[src/rtl/mem_access_stage.sv]
// RISC-V MEM stage: load/store over a req/ack data-memory handshake, load alignment/extension,
// pipeline stall while an access is in flight. Optional BUSY timeout guarded by `MEM_TIMEOUT_EN.
module mem_access_stage #(
  parameter int TIMEOUT_CYCLES = 16
) (
  input  logic        clk_i,
  input  logic        reset_i,
  input  logic        valid_i,
  input  logic [31:0] alu_result_i,
  input  logic [31:0] store_data_i,
  input  logic        mem_read_i,
  input  logic        mem_write_i,
  input  logic [2:0]  funct3_i,
  input  logic        reg_w_i,
  input  logic [4:0]  reg_d_i,
  output logic [31:0] data_to_reg_o,
  output logic        reg_w_o,
  output logic [4:0]  reg_d_o,
  output logic        stall_o,
  output logic        misalign_o,
  output logic        bus_err_o,
  output logic        dmem_req_o,
  output logic        dmem_we_o,
  output logic [31:0] dmem_addr_o,
  output logic [3:0]  dmem_be_o,
  output logic [31:0] dmem_wdata_o,
  input  logic [31:0] dmem_rdata_i,
  input  logic        dmem_ack_i
);

  localparam logic [1:0] S_IDLE = 2'd0;
  localparam logic [1:0] S_BUSY = 2'd1;
  localparam logic [1:0] S_DONE = 2'd2;

  localparam logic [1:0] SZ_BYTE = 2'd0;
  localparam logic [1:0] SZ_HALF = 2'd1;
  localparam logic [1:0] SZ_WORD = 2'd2;

  logic [1:0]  state_q, state_d;
  logic        acc;
  logic        misaligned;
  logic        start;
  logic [1:0]  size;
  logic [3:0]  be_new;
  logic [31:0] wdata_new;

  logic [31:0] addr_q;
  logic [3:0]  be_q;
  logic [31:0] wdata_q;
  logic        we_q;
  logic [2:0]  f3_q;
  logic [1:0]  off_q;
  logic        reg_w_q;
  logic [4:0]  reg_d_q;
  logic [31:0] load_q;
  logic [31:0] load_ext;
  logic        bus_err;
  logic        timeout_hit;

  assign acc = valid_i & (mem_read_i | mem_write_i);

  // Stores only know SB/SH/SW; loads also have the unsigned byte/half forms. Anything else is a word.
  always_comb begin
    size = SZ_WORD;
    if (mem_write_i) begin
      if (funct3_i == 3'b000)      size = SZ_BYTE;
      else if (funct3_i == 3'b001) size = SZ_HALF;
    end else begin
      if (funct3_i[1:0] == 2'b00)      size = SZ_BYTE;
      else if (funct3_i[1:0] == 2'b01) size = SZ_HALF;
    end
  end

  assign misaligned = ((size == SZ_HALF) & alu_result_i[0]) |
                      ((size == SZ_WORD) & (|alu_result_i[1:0]));
  assign start      = (state_q == S_IDLE) & acc & ~misaligned;

  always_comb begin
    // NOTE: every combinational output gets a default first so no path leaves it unassigned (no latch).
    be_new    = 4'b1111;
    wdata_new = store_data_i;
    if (mem_write_i) begin
      case (size)
        SZ_BYTE: begin
          be_new    = 4'b0001 << alu_result_i[1:0];
          wdata_new = {4{store_data_i[7:0]}};
        end
        SZ_HALF: begin
          be_new    = alu_result_i[1] ? 4'b1100 : 4'b0011;
          wdata_new = {2{store_data_i[15:0]}};
        end
        default: ;
      endcase
    end
  end

  // Lane selection and extension use the offset and funct3 frozen at issue time.
  always_comb begin
    logic [7:0]  sel_b;
    logic [15:0] sel_h;
    sel_b = 8'(dmem_rdata_i >> {off_q, 3'b000});
    sel_h = off_q[1] ? dmem_rdata_i[31:16] : dmem_rdata_i[15:0];
    case (f3_q)
      3'b000:  load_ext = {{24{sel_b[7]}}, sel_b};
      3'b100:  load_ext = {24'd0, sel_b};
      3'b001:  load_ext = {{16{sel_h[15]}}, sel_h};
      3'b101:  load_ext = {16'd0, sel_h};
      default: load_ext = dmem_rdata_i;
    endcase
  end

`ifdef MEM_TIMEOUT_EN
  localparam int CNT_W = $clog2(TIMEOUT_CYCLES + 1);

  logic [CNT_W-1:0] cnt_q, cnt_d;
  logic             bus_err_q, bus_err_d;

  assign timeout_hit = (state_q == S_BUSY) & ~dmem_ack_i &
                       (cnt_q == CNT_W'(TIMEOUT_CYCLES));

  always_comb begin
    cnt_d     = cnt_q;
    bus_err_d = 1'b0;
    if (start)                     cnt_d = CNT_W'(1);
    else if (state_q == S_BUSY)    cnt_d = cnt_q + CNT_W'(1);
    if (timeout_hit)               bus_err_d = 1'b1;
  end

  always_ff @(posedge clk_i or negedge reset_i) begin
    if (!reset_i) begin
      cnt_q     <= '0;
      bus_err_q <= 1'b0;
    end else begin
      cnt_q     <= cnt_d;
      bus_err_q <= bus_err_d;
    end
  end

  assign bus_err = bus_err_q;
`else
  localparam int unused_timeout_cycles = TIMEOUT_CYCLES;

  assign timeout_hit = 1'b0;
  assign bus_err     = 1'b0;
`endif

  assign bus_err_o = bus_err;

  always_comb begin
    state_d = state_q;
    case (state_q)
      S_IDLE:  if (start) state_d = S_BUSY;
      S_BUSY:  if (dmem_ack_i || timeout_hit) state_d = S_DONE;
      default: state_d = S_IDLE;
    endcase
  end

  always_ff @(posedge clk_i or negedge reset_i) begin
    if (!reset_i) begin
      state_q <= S_IDLE;
      addr_q  <= '0;
      be_q    <= '0;
      wdata_q <= '0;
      we_q    <= 1'b0;
      f3_q    <= '0;
      off_q   <= '0;
      reg_w_q <= 1'b0;
      reg_d_q <= '0;
      load_q  <= '0;
    end else begin
      // NOTE: sequential state uses non-blocking assignments so every flop samples pre-edge values.
      state_q <= state_d;
      if (start) begin
        addr_q  <= {alu_result_i[31:2], 2'b00};
        be_q    <= be_new;
        wdata_q <= wdata_new;
        we_q    <= mem_write_i;
        f3_q    <= funct3_i;
        off_q   <= alu_result_i[1:0];
        reg_w_q <= reg_w_i;
        reg_d_q <= reg_d_i;
      end
      if (state_q == S_BUSY && dmem_ack_i) load_q <= load_ext;
    end
  end

  assign dmem_req_o   = (state_q == S_BUSY);
  assign dmem_we_o    = we_q & dmem_req_o;
  assign dmem_addr_o  = addr_q;
  assign dmem_be_o    = be_q;
  assign dmem_wdata_o = wdata_q;

  // IDLE outputs are gated by reset so an instruction held upstream cannot raise stall during reset.
  always_comb begin
    data_to_reg_o = alu_result_i;
    reg_w_o       = 1'b0;
    reg_d_o       = reg_d_i;
    stall_o       = 1'b0;
    misalign_o    = 1'b0;
    case (state_q)
      S_IDLE: begin
        if (reset_i) begin
          if (acc) begin
            misalign_o = misaligned;
            stall_o    = ~misaligned;
          end else begin
            reg_w_o = reg_w_i & valid_i;
          end
        end
      end
      S_BUSY: begin
        stall_o       = 1'b1;
        data_to_reg_o = load_q;
        reg_d_o       = reg_d_q;
      end
      default: begin
        data_to_reg_o = load_q;
        reg_w_o       = reg_w_q & ~we_q & ~bus_err;
        reg_d_o       = reg_d_q;
      end
    endcase
  end

endmodule

[config.mk]
export PLATFORM = sky130hd
export DESIGN_NAME = mem_access_stage
export DESIGN_NICKNAME = d
export VERILOG_FILES = /design/src/rtl/mem_access_stage.sv
export SDC_FILE = /design/constraint.sdc
export NUM_CORES = 1
export LEC_CHECK = 0
export BUFFER_PORTS_ARGS = -buffer_cell sky130_fd_sc_hd__buf_2
export CORE_AREA = 2 2 116 118
export DETAILED_ROUTE_END_ITERATION = 7
export DIE_AREA = 0 0 118 120
export PLACE_DENSITY = 0.71
export SYNTH_ARGS = -nofsm -noshare
export SYNTH_HDL_FRONTEND = slang
export SYNTH_SLANG_ARGS = --single-unit
[constraint.sdc]
create_clock -name clk_i -period 2.2 [get_ports clk_i]
set_input_delay 0.44 -clock clk_i [delete_from_list [all_inputs] [get_ports clk_i]]
set_output_delay 0.44 -clock clk_i [all_outputs]
set_load 0.01 [all_outputs]
Yosys cells after proc, flatten, opt, wreduce, memory -nomap -nowiden
Index checks and enable logic that the tools add are counted.
- equal/unequal tests: 10
- reduce and logical (&&, ||, !) cells: 8
- multiplexer cells: 26
- bitwise gates (word level): 12
- shifts and indexed selects: 2
- operators by type and width (cell ; number):
    32-bit one-hot mux with 4 select lines ; 1
    32-bit 2-to-1 mux ; 2
    32-bit one-hot mux with 2 select lines ; 1
    32-bit by 5-bit >> shifter with 8-bit output ; 1
    16-bit 2-to-1 mux ; 1
    2-bit 2-to-1 mux ; 7
    1-bit AND ; 8
    4-bit 2-to-1 mux ; 2
    4-bit one-hot mux with 2 select lines ; 1
    1-bit 2-to-1 mux ; 7
    2-bit by 1-bit equality test with 1-bit output, second input constant ; 3
    3-bit by 1-bit equality test with 1-bit output, second input constant ; 2
    3-bit equality test, second input constant ; 2
    2-bit logical NOT ; 3
    3-bit logical NOT ; 2
    5-bit 2-to-1 mux ; 1
    1-bit one-hot mux with 2 select lines ; 2
    2-bit one-hot mux with 2 select lines ; 1
    1-bit by 2-bit << shifter with 4-bit output, first input constant ; 1
    2-bit equality test, second input constant ; 1
    2-bit by 1-bit inequality test with 1-bit output, second input constant ; 1
    2-bit inequality test, second input constant ; 1
    1-bit NOT ; 2
    1-bit bitwise OR ; 2
    other kinds (3) ; 3
- register bits: 112
- input port bits: 111

Depth between registers and ports, before layout
- depth after elaboration: 11
- depth in mapped cells: 7
- depth with buffers taken out: 5

Least setup slack after synthesis
Ideal clock, no wire load.
- kind: reg-to-output
- from: register state_q[1]
- to: output port misalign_o
- slack: 0.292 ns
- required time: 1.760 ns
- data arrival time: 1.468 ns
- stages on the path, launching flop included: 6
- path through: dfrtp_1 nor2_1 buf_2 buf_2 nand3_1 nor3_1
- word-level cells in the longest chain between the ends: 2
- RTL lines (what ; line ; text):
    start, declared ; 39 ; logic [1:0] state_q, state_d;
    start signal, assigned ; 172 ; state_q <= state_d;
    2-bit logical NOT ; 200 ; case (state_q)
    1-bit 2-to-1 mux ; 200 ;
    end, declared ; 20 ; output logic misalign_o,
Every way passes these cells.

Worst setup path in the final report
- from: input port reset_i
- to: output port misalign_o
- word-level cells in the longest chain between the ends: 2
- RTL lines (what ; line ; text):
    start, declared ; 7 ; input logic reset_i,
    1-bit 2-to-1 mux ; 202 ; if (reset_i) begin
    1-bit 2-to-1 mux ; 200 ;
Every way passes these cells.

==> run metrics <==
status=completed; register area share after synthesis=49.1%; Vias=4600; Pwr Total=7.50 mW; H-tree levels=3; routed len/inst=17.2 um; Synth area leader=dfrtp_1; RSZ-0062 raised after global routing=false; Setup WS pre-CTS=0.255 ns; drt initial violations=236; CTS buffer count=9; die width=118 um; dpl hpwl=11500 um; clock slew at reported path FFs=0.07 ns; grt total ovfl=0; Max Fclk=0.470 GHz; Final min period=2.13 ns; worst hold path class=in2reg; max-cap viol count=0; RD Place Congestion=0.816; Post-CTS Setup Bufs=0; DR WL met2=7230 um; uppermost layer routed=met4; switching part of the total power=33.5%; CP max FO=7; EDFF count, synth=0; layout cells sized above 1=56.4%; initial antenna violation count=0; synth warn=0; Die Y=120 um; largest net degree at the start of global routing=109; Comb pwr share=36.3%; Layout area overhead=29.0%; Worst EP required=1.76 ns; IO Port Bufs=218; Core Footprint=13000 um^2; Routed Wire Length=15200 um; die area=14200 um^2; Worst-Margin Slew=0.592 ns; Antenna Nets Post-Route=0; initial core utilization=44.0%; drc violations=0; first-pass GRT wire length=24600 um; Clock Tree Root=clkbuf_16; Clock power frac=20.3%; drt pass-1 iters=4; Skew-Pair Late Insertion Delay=0.35 ns; CTS tree=yes; DRT met1 WL=6540 um; maximum vdd drop=417 uV; main area contributors after synthesis=dfrtp_1 (49%), mux2_2 (26%), mux2i_1 (2.6%), nand3_1 (2.5%), o21ai_0 (2.5%); vias per cell=5.20; Syn Inst Count=490; CTS Buffer Depth=2; Pwr Density=1020 nW/um^2; Setup CP Type=in2out; synthesized area=5710 um^2; leakage power total=3.59 nW; final period utilization=96.6%; total negative slack=0 ns; share of the synthesized area in the top cell type=49.1%; WL met3=1010 um; Yosys cell types=38; Slew Limit Fails=0; Final Core Density=56.7%; NumNets Final=815; ys async rst share=100%; Worst Setup Start Kind=input pin; Syn Area/Cell=11.7 um^2; GRT Util Overall=21.9%; Pint=4.99 mW; ant diodes=0; io pins=222; Clock Skew=0.00782 ns; Synth Register Bits=112; FF-to-FF setup slack=0.54 ns; share of power burned in registers=43.3%; Final Hold Vio Count=0; Arrival @ worst endpoint=1.69 ns; relative slew slack=60.5%; num rows=42; Most used DFF post-synth=dfrtp_1; setup ws final=0.0743 ns; CTS sink cnt=112; Setup crit end kind=primary output; vias in the first global route=4803; Switch Pwr=2.51 mW; # setup viols final=0
==> metal layers <==
metal	global-route usage, %	vias to the layer above
li1	-	2151
met1	28.3	2237
met2	35.6	185
met3	4.99	27
met4	9.41	0
met5	0	-
==> sequential cells by signal, indices dropped and copies added (netlist names) <==
| signal | cells |
|---|---|
| reg_d_q | 5 |
| reg_w_q | 1 |
| state_q | 2 |
| load_q | 32 |
| dmem_addr_o | 30 |
| f3_q | 3 |
| dmem_wdata_o | 32 |
| dmem_be_o | 4 |
| off_q | 2 |
| we_q | 1 |
==> logic make-up after synthesis <==
kind of cell	share of synthesized area (%)
simple gates	11.4
mux	29.1
other cells	0.0657
compound gates	6.29
flops	49.1
buf+inv	4.05
==> critical path, stage by stage <==
cell,delay (ns)
dlygate4sd3_1,0.54
buf_4,0.19
nand3_1,0.11
nor3_1,0.23
buf_2,0.17
==> worst paths after layout <==
check | startpoint | cells after the start | to
setup / recovery | reset_i | 5 | misalign_o
min in group asynchronous | reset_i | 2 | f3_q[2]$_DFFE_PN0P_
hold / removal | dmem_ack_i | 2 | state_q[0]$_DFFE_PN0P_
max in group asynchronous | reset_i | 3 | load_q[11]$_DFFE_PN0P_
hold reg to reg | load_q[4]$_DFFE_PN0P_ | 2 | load_q[4]$_DFFE_PN0P_
setup reg to reg | off_q[1]$_DFFE_PN0P_ | 5 | load_q[18]$_DFFE_PN0P_
==> cell type report <==
class                           instances  area, um^2
Timing Repair Buffer                  238        1320
Fill cell                            1157        5620
Clock inverter                          3        17.5
Clock buffer                           13         250
Inverter                               12        45.0
Tap cell                              176         220
Multi-Input combinational cell        331        2700
Sequential cell                       112        2800
==> cell usage after synthesis, drive strengths merged, types with 9 or more instances <==
| cell type | n |
|---|---|
| buf | 22 |
| nor2 | 13 |
| o21ai | 28 |
| nand3 | 39 |
| nand2b | 9 |
| a21oi | 16 |
| nand3b | 10 |
| dfrtp | 112 |
| mux2 | 132 |
| nand2 | 36 |
| mux2i | 15 |
| clkbuf | 15 |
| inv | 11 |
==> through the flow <==
| step | hold WS, ns | cells | area (um^2) |
|---|---|---|---|
| final | 0.281 | 885 | 7360 |
| after global routing | 0.272 | 885 | 7360 |
| after detailed placement | 0.280 | 868 | 7080 |
| after global placement | 0.283 | 868 | 7080 |
| after floorplan | 0.144 | 492 | 5720 |
| after CTS | 0.268 | 885 | 7360 |
==> placed cells by master, fill, tap and decap left out, types with 5 or more instances in the layout <==
cell and count:
mux2_2 132, inv_1 11, buf_12 6, nor2_1 12, nand2_1 36, nor2b_1 6
nand2b_1 9, mux2i_1 15, clkbuf_16 9, a21oi_1 15, a31oi_1 5, dfrtp_1 111
buf_4 14, nand3b_1 10, nand3_1 29, buf_2 217, nand3_2 10, o21ai_0 28
==> power groups by stage <==
stage	sequential, mW	combinational [mW]	clock (mW)
after floorplan	3.34	1.52	0
after global placement	3.26	2.69	0
after detailed placement	3.29	2.74	0
after CTS	3.26	2.76	1.57
after global routing	3.35	2.98	1.67
final	3.25	2.72	1.52
==> timing repair <==
action	4_1_cts	5_1_grt
hold buffers	1	0
endpoints found under the hold margin	4	0
setup endpoints to repair	0	1
gates resized for setup	0	1
No activity file was read; power rests on OpenSTA's default activity.
